<file path="src/rtl/os_collector.sv">
// Output-stationary collector: gathers one result per mac_tile column into a row and queues rows in a FWFT FIFO.
// Optional sticky overflow detection is compiled in when OS_COLLECT_OVF_EN is defined.
module os_collector #(
  parameter int psum_bw = 16,
  parameter int col     = 8,
  parameter int depth   = 4
) (
  input  logic                   clk,
  input  logic                   reset,
  input  logic                   toggle,
  input  logic [col*psum_bw-1:0] os_out,
  input  logic [col-1:0]         os_valid,
  output logic [col*psum_bw-1:0] out_data,
  output logic                   out_valid,
  input  logic                   out_ready,
  output logic [7:0]             row_cnt,
  output logic                   ovf,
  output logic                   busy
);

  localparam int aw = $clog2(depth);
  localparam int cw = aw + 1;
  localparam int rw = col * psum_bw;

  typedef enum logic [1:0] {IDLE, COLLECT, WAIT_FULL} state_t;

  state_t             state_reg;
  logic [col-1:0]     prev_reg;
  logic [col-1:0]     pend_reg;
  logic [col-1:0]     pend_next;
  logic [col-1:0]     rise;
  logic [psum_bw-1:0] cap_reg  [col];
  logic [psum_bw-1:0] cap_next [col];
  logic [rw-1:0]      row_data;

  logic [rw-1:0]      mem [depth];
  logic [aw-1:0]      wr_ptr_reg;
  logic [aw-1:0]      rd_ptr_reg;
  logic [cw-1:0]      count_reg;
  logic [7:0]         row_cnt_reg;

  logic all_pend;
  logic full;
  logic empty;
  logic push;
  logic pop;

  assign all_pend = &pend_reg;
  assign full     = (count_reg == cw'(depth));
  assign empty    = (count_reg == '0);
  // Fullness is judged on the registered count, so a same-cycle pop never frees room for a push.
  assign push     = all_pend & ~full & toggle & (state_reg != IDLE);
  assign pop      = ~empty & out_ready;

  generate
    for (genvar gi = 0; gi < col; gi++) begin : g_col
      assign rise[gi]      = os_valid[gi] & ~prev_reg[gi] & toggle;
      // A new value is accepted only into an empty slot or one being drained by this cycle's push.
      assign cap_next[gi]  = (rise[gi] && (!pend_reg[gi] || push)) ?
                             os_out[gi*psum_bw +: psum_bw] : cap_reg[gi];
      assign pend_next[gi] = rise[gi] ? 1'b1 : (push ? 1'b0 : pend_reg[gi]);
      assign row_data[gi*psum_bw +: psum_bw] = cap_reg[gi];
    end
  endgenerate

  always_ff @(posedge clk) begin
    if (!reset || !toggle) begin
      prev_reg <= '0;
      pend_reg <= '0;
      for (int i = 0; i < col; i++) cap_reg[i] <= '0;
    end else begin
      prev_reg <= os_valid;
      pend_reg <= pend_next;
      for (int i = 0; i < col; i++) cap_reg[i] <= cap_next[i];
    end
  end

  always_ff @(posedge clk) begin
    if (!reset) begin
      state_reg <= IDLE;
    end else if (!toggle) begin
      state_reg <= IDLE;
    end else begin
      case (state_reg)
        IDLE:      state_reg <= COLLECT;
        COLLECT:   if (all_pend && full) state_reg <= WAIT_FULL;
        WAIT_FULL: if (push) state_reg <= COLLECT;
        default:   state_reg <= IDLE;
      endcase
    end
  end

  // Storage array carries no reset; validity is tracked purely by the pointers and count.
  always_ff @(posedge clk) begin
    if (push) mem[wr_ptr_reg] <= row_data;
  end

  always_ff @(posedge clk) begin
    if (!reset) begin
      wr_ptr_reg  <= '0;
      rd_ptr_reg  <= '0;
      count_reg   <= '0;
      row_cnt_reg <= '0;
    end else begin
      if (push) wr_ptr_reg <= wr_ptr_reg + aw'(1);
      if (pop) begin
        rd_ptr_reg  <= rd_ptr_reg + aw'(1);
        row_cnt_reg <= row_cnt_reg + 8'd1;
      end
      count_reg <= count_reg + cw'(push) - cw'(pop);
    end
  end

`ifdef OS_COLLECT_OVF_EN
  logic ovf_reg;
  logic any_drop;

  assign any_drop = (|(rise & pend_reg)) & ~push;

  always_ff @(posedge clk) begin
    if (!reset) ovf_reg <= 1'b0;
    else if (any_drop) ovf_reg <= 1'b1;
  end

  assign ovf = ovf_reg;
`else
  assign ovf = 1'b0;
`endif

  assign out_valid = ~empty;
  assign out_data  = empty ? '0 : mem[rd_ptr_reg];
  assign row_cnt   = row_cnt_reg;
  assign busy      = (|pend_reg) | ~empty;

endmodule

</file>
<file path="config.mk">
export PLATFORM = sky130hd
export DESIGN_NAME = os_collector
export DESIGN_NICKNAME = d
export VERILOG_FILES = /design/src/rtl/os_collector.sv
export SDC_FILE = /design/constraint.sdc
export NUM_CORES = 1
export LEC_CHECK = 0
export ABC_AREA = 1
export CORE_AREA = 2 2 200 349
export DETAILED_ROUTE_END_ITERATION = 10
export DIE_AREA = 0 0 202 351
export PLACE_DENSITY = 0.7
export SLEW_MARGIN = 15
export SYNTH_ARGS = -nofsm -noshare
export SYNTH_HDL_FRONTEND = slang
export SYNTH_SLANG_ARGS = --single-unit
</file>
<file path="constraint.sdc">
create_clock -name clk -period 9.7 [get_ports clk]
set_input_delay 1.94 -clock clk [delete_from_list [all_inputs] [get_ports clk]]
set_output_delay 1.94 -clock clk [all_outputs]
set_load 0.05 [all_outputs]
</file>
======== After elaboration in Yosys (flattened, before gate mapping) ========
Memories as Yosys holds them, arrays and structs flattened. A register that Yosys moved wholly into a read port is not among the register bits.
Index checks and enable logic that the tools add are counted.
W data, S select, Z words.
word-level totals
  word-level logic and storage cells ...... 144
  memories kept ........................... 2
  register bits after elaboration ......... 33
  output and inout port bits .............. 139
  RAM bits ................................ 640
memories
  name     depth  width  rd ports  clocked after memory_dff  wr ports  RTL line  RTL
  mem      4      128    1         1                         1         36        logic [rw-1:0] mem [depth];
  cap_reg  8      16     8         0                         8         32        logic [psum_bw-1:0] cap_reg [col];
cells by class
  multiplexer cells ....................... 36
  bitwise gates (word level) .............. 39
  eq/ne operators ......................... 5
  add/sub/neg operators ................... 5
  reductions and logical operators ........ 43
operators with widths
  kind                   number
  $mux W16               16
  $mux W128              1
  $and A1 B1 Y1          20
  $reduce_bool A2 Y1     9
  $mux W1                14
  $logic_not A1 Y1       10
  $not A1 Y1             10
  $logic_and A1 B1 Y1    9
  $logic_or A1 B1 Y1     9
  $or A1 B1 Y1           9
  $add A8 B1 Y8 const B  1
  $mux W2                4
  $reduce_and A8 Y1      1
  $reduce_or A8 Y1       1
  $pmux W2 S3            1
  $add A2 B1 Y2 const B  2
  $ne A2 B2 Y1 const B   2
  $reduce_and A2 Y1      2
  $add A3 B1 Y3          1
  $eq A3 B3 Y1 const B   1
  $logic_not A3 Y1       1
  $sub A3 B1 Y3          1
  $eq A2 B1 Y1 const B   1
  $eq A2 B2 Y1 const B   1
  $logic_not A2 Y1       1

======== Longest topological paths before layout ========
  word-level depth ........................ 9
  gate-level depth with buffers ........... 13
  mapped depth without buffers ............ 12

======== Worst setup path before layout ========
OpenSTA, ideal clock, no wires.
  path type ............................... input -> register
  start ................................... input port toggle
  end ..................................... memory mem[0][0] (netlist name), enable pin
  slack ................................... 1.134 ns
  buffers on the path ..................... 1
  data required time ...................... 9.083 ns
  arrival ................................. 7.949 ns
  stages .................................. 5
  path through ............................ o21ai_0 nor2_1 nand2_4 buf_4 nor2_1
between the ends
  longest elaborated chain between the ends .. 4
ends and longest elaborated chain
  item                           RTL line  RTL
  start, declared                10        input logic toggle,
  $and A1 B1 Y1 (2 in series)    52        assign push = all_pend & ~full & toggle & (state_reg != IDLE);
  $mux W1                        95        if (push) mem[wr_ptr_reg] <= row_data;
  $mux W1 (implied by the code)  95
  end, declared                  36
No other way between the ends.

==> impl_metrics.csv <==
group,metric,value,unit
cells_and_area,syn_to_final_growth,19.5,%
grt,grt_pass1_wl,101,mm
cts,cts_resized,0,
synthesis,syn_nets,2702,
setup_path,arrival,4.39,ns
synthesis,synth.largest_area_cell,"edfxtp_1",
run_status,status,"finished, final reports clean",
drt,wl,66.2,mm
synthesis,syn_area_per_cell,10.6,um2
floorplanning,die-area,70900,um2
grt,track_usage,18.5,%
synthesis,synth.distinct_cells,30,
sta,tns,0,ns
cts,clock_path_buffers,3,
cts,cts_setup_buffers,0,
floorplanning,row_count,127,
place,place_ws,4.02,ns
cts,worstSkewPairLatency,0.63,ns
synthesis,syn_inst,2554,
cells_and_area,layout.nets,2902,
pwr,power.total,5.75,mW
setup_path,critical_path_class,"reg2out",
floorplanning,initial_core_util,39.7,%
floorplanning,die_h,351,um
synthesis,ys_warn_count,0,
drt,drc,0,
cells_and_area,post_route_cells_drive_above_1_share,5.67,%
sta,finalWorstSetupSlack,3.37,ns
drt,dr.pass1.iters,5,
min_path,hp-class,"reg2reg",
sta,finalHoldViolations,0,
synthesis,yosysSeqAreaShare,69.0,%
pwr,pwr-share-seq,54.4,%
sta,finalClockSkew,0.0238,ns
setup_path,worst-r2r-setup-slack,6.29,ns
setup_path,reg2reg_to,"mem[0][68]",
cts,clock-root-buffer,"clkbuf_16",
sta,rsz0062_at_grt,"false",
grt,grt_antenna_before_repair,0,
pwr,intPower,4.51,mW
drt,vias,18532,
setup_path,r2r-start,"count_reg[1]",
setup_path,cp-start-kind,"register",
setup_path,path_max_fanout,89,
min_path,holdPathStages,2,
cts,cts_hold_buf,0,
setup_path,end_kind,"output pin",
pwr,clkPwrFrac,40.5,%
grt,grt-ovfl-total,0,
cells_and_area,largest_register_ffs,512,
place,numPortBuffers,277,
cells_and_area,fill_cells,6141,
sta,hold-worst-slack,0.458,ns
job,cap_violations,0,
min_path,min_from,"rd_ptr_reg[1]",
drt,vias_per_cell,5.00,
drt,routedWlPerCell,17.9,um
cts,cts_buffers,58,
sta,period_share,65.2,%
cts,clock_sinks,675,
cts,cts_tree,"yes",
drt,drtAntennaViolNets,0,
pwr,comb_power_share,5.1,%
floorplanning,coreArea,68200,um2
cts,cts.htree.levels,2,
drt,drtIter0Drc,1104,
setup_path,rr_worst_depth,8,
cts,cts.clk_slew.worst_paths,0.07,ns
cells_and_area,diodes,0,
synthesis,yosys_register_bits,675,
setup_path,critical_path_required,7.76,ns
pwr,switching_share,21.5,%
place,place.gp.congestion,0.752,
grt,grt_pass1_vias,17975,
place,hpwl,38.1,mm
sta,period_minus_slack,6.33,ns
sta,fmax,0.158,GHz
sta,worstMarginPinSlew,1.15,ns
sta,slew_violations,0,
synthesis,yosys-top-cells-area,"edfxtp_1 (57%), dfxtp_1 (12%), nor2_1 (9.2%)",
pwr,power-per-cell-area,178,nW/um2
pwr,switchingPower,1.24,mW
grt,grt_max_degree,114,
floorplanning,io_pins,279,
pwr,leakage,11.6,nW
sta,setup_viol,0,
synthesis,synth.top_cell.area_share,56.9,%
floorplanning,die_w,202,um
sta,max-slew-margin-rel,23.6,%
synthesis,netlist_area,27000,um2
pwr,power.ir.vdd_worst,0.145,mV
## stage by stage
| stage | cell area (um2) | std cells | utilization (%) |
|---|---|---|---|
| 2_1_floorplan | 27000 | 2554 | - |
| 3_3_place_gp | 30400 | 3597 | 44.6 |
| 3_5_place_dp | 30400 | 3597 | 44.6 |
| 4_1_cts | 32300 | 3706 | 47.4 |
| 5_1_grt | 32300 | 3706 | 47.4 |
| 6_report | 32300 | 3706 | 47.4 |
## worst max-delay path, stage by stage (launching register included)
cell             delay [ns]
dfxtp_4                0.51
buf_4                  0.80
buf_4                  0.71
nor2_1                 0.12
nor2_1                 0.10
o21ai_0                0.09
a21oi_1                0.48
clkdlybuf4s50_1        0.91
## cell usage after synthesis
cell type,count
inv_2,2
nor3_2,8
buf_6,24
nand2_1,160
xnor2_1,1
dfxtp_1,163
inv_1,174
a31oi_1,1
ha_1,7
or2_2,1
nand2_4,9
nand3_1,135
xor2_1,1
nand4_1,2
buf_2,40
nor2_4,1
buf_1,12
o21ai_0,259
a21oi_2,6
fa_1,1
nor2_1,663
edfxtp_1,512
buf_4,2
o21ai_1,7
a21oi_1,270
clkbuf_1,88
nand2_2,1
and3_1,1
conb_1,1
nor4_1,2
## how the worst max path moves through the flow
| stage | depth (start not counted) | slack [ns] | endpoint |
|---|---|---|---|
| after floorplan | 5 | 1.13 | mem[0][0] |
| after global placement | 7 | 4.03 | out_data[43] |
| after detailed placement | 7 | 4.02 | out_data[43] |
| after CTS | 7 | 3.31 | out_data[43] |
| after global routing | 7 | 3.07 | out_data[43] |
| final | 7 | 3.37 | out_data[43] |
## per-layer routing
metal  vias to the layer above  track usage [%]  part of all wire (%)
met3                        93             2.80                   5.3
met5                         -                0                     0
met1                      8866             23.0                    42
met2                       546             32.6                    50
li1                       9027                -                     -
met4                         0             6.65                   3.0
## kinds of logic after synthesis
group                      count (synthesis)  synth area share, %
AOI/OAI and AO/OA                        543                 10.1
xor gates and xnor gates                   2               0.0648
DFF                                      675                 69.0
adders and majority gates                  8                0.398
other                                      1               0.0139
and+or+nand+nor                          983                 14.8
buffers and inverters                    342                 5.63
## cell type report
cell class                      instances  area (um2)  area share, %
Sequential cell                       675       18600           57.7
Multi-Input combinational cell       1537        6950           21.5
Timing Repair Buffer                  306        2990           9.25
Clock buffer                           76        1620           5.02
Tap cell                              903        1130           3.50
Inverter                              176         681           2.11
Clock inverter                         33         293          0.906
## power groups by stage
stage | logic [mW] | clock network (mW) | registers, mW
after CTS | 0.297 | 2.38 | 3.13
final | 0.293 | 2.33 | 3.13
after floorplan | 0.174 | 0 | 3.19
after global placement | 0.294 | 0 | 3.19
after global routing | 0.323 | 2.49 | 3.13
after detailed placement | 0.296 | 0 | 3.19
## layout by cell type, fill, tap and decap left out, types with 2 or more instances in the layout
master / count
clkdlybuf4s50_1: 277
dfxtp_4: 2
clkinvlp_4: 4
o21ai_0: 259
nand4_1: 2
clkbuf_16: 61
a21oi_1: 270
a21oi_2: 6
nor3_4: 8
nand2_4: 9
clkinv_1: 5
nand2_1: 160
clkbuf_1: 11
inv_6: 6
nand3_1: 135
nor2_4: 5
edfxtp_1: 512
dfxtp_1: 161
clkinv_2: 13
ha_1: 7
inv_1: 171
clkbuf_8: 4
o21ai_1: 7
bufinv_16: 4
nor4_1: 2
clkinv_4: 4
nor2_1: 659
buf_4: 29
Power figures use the tool's default switching activity.
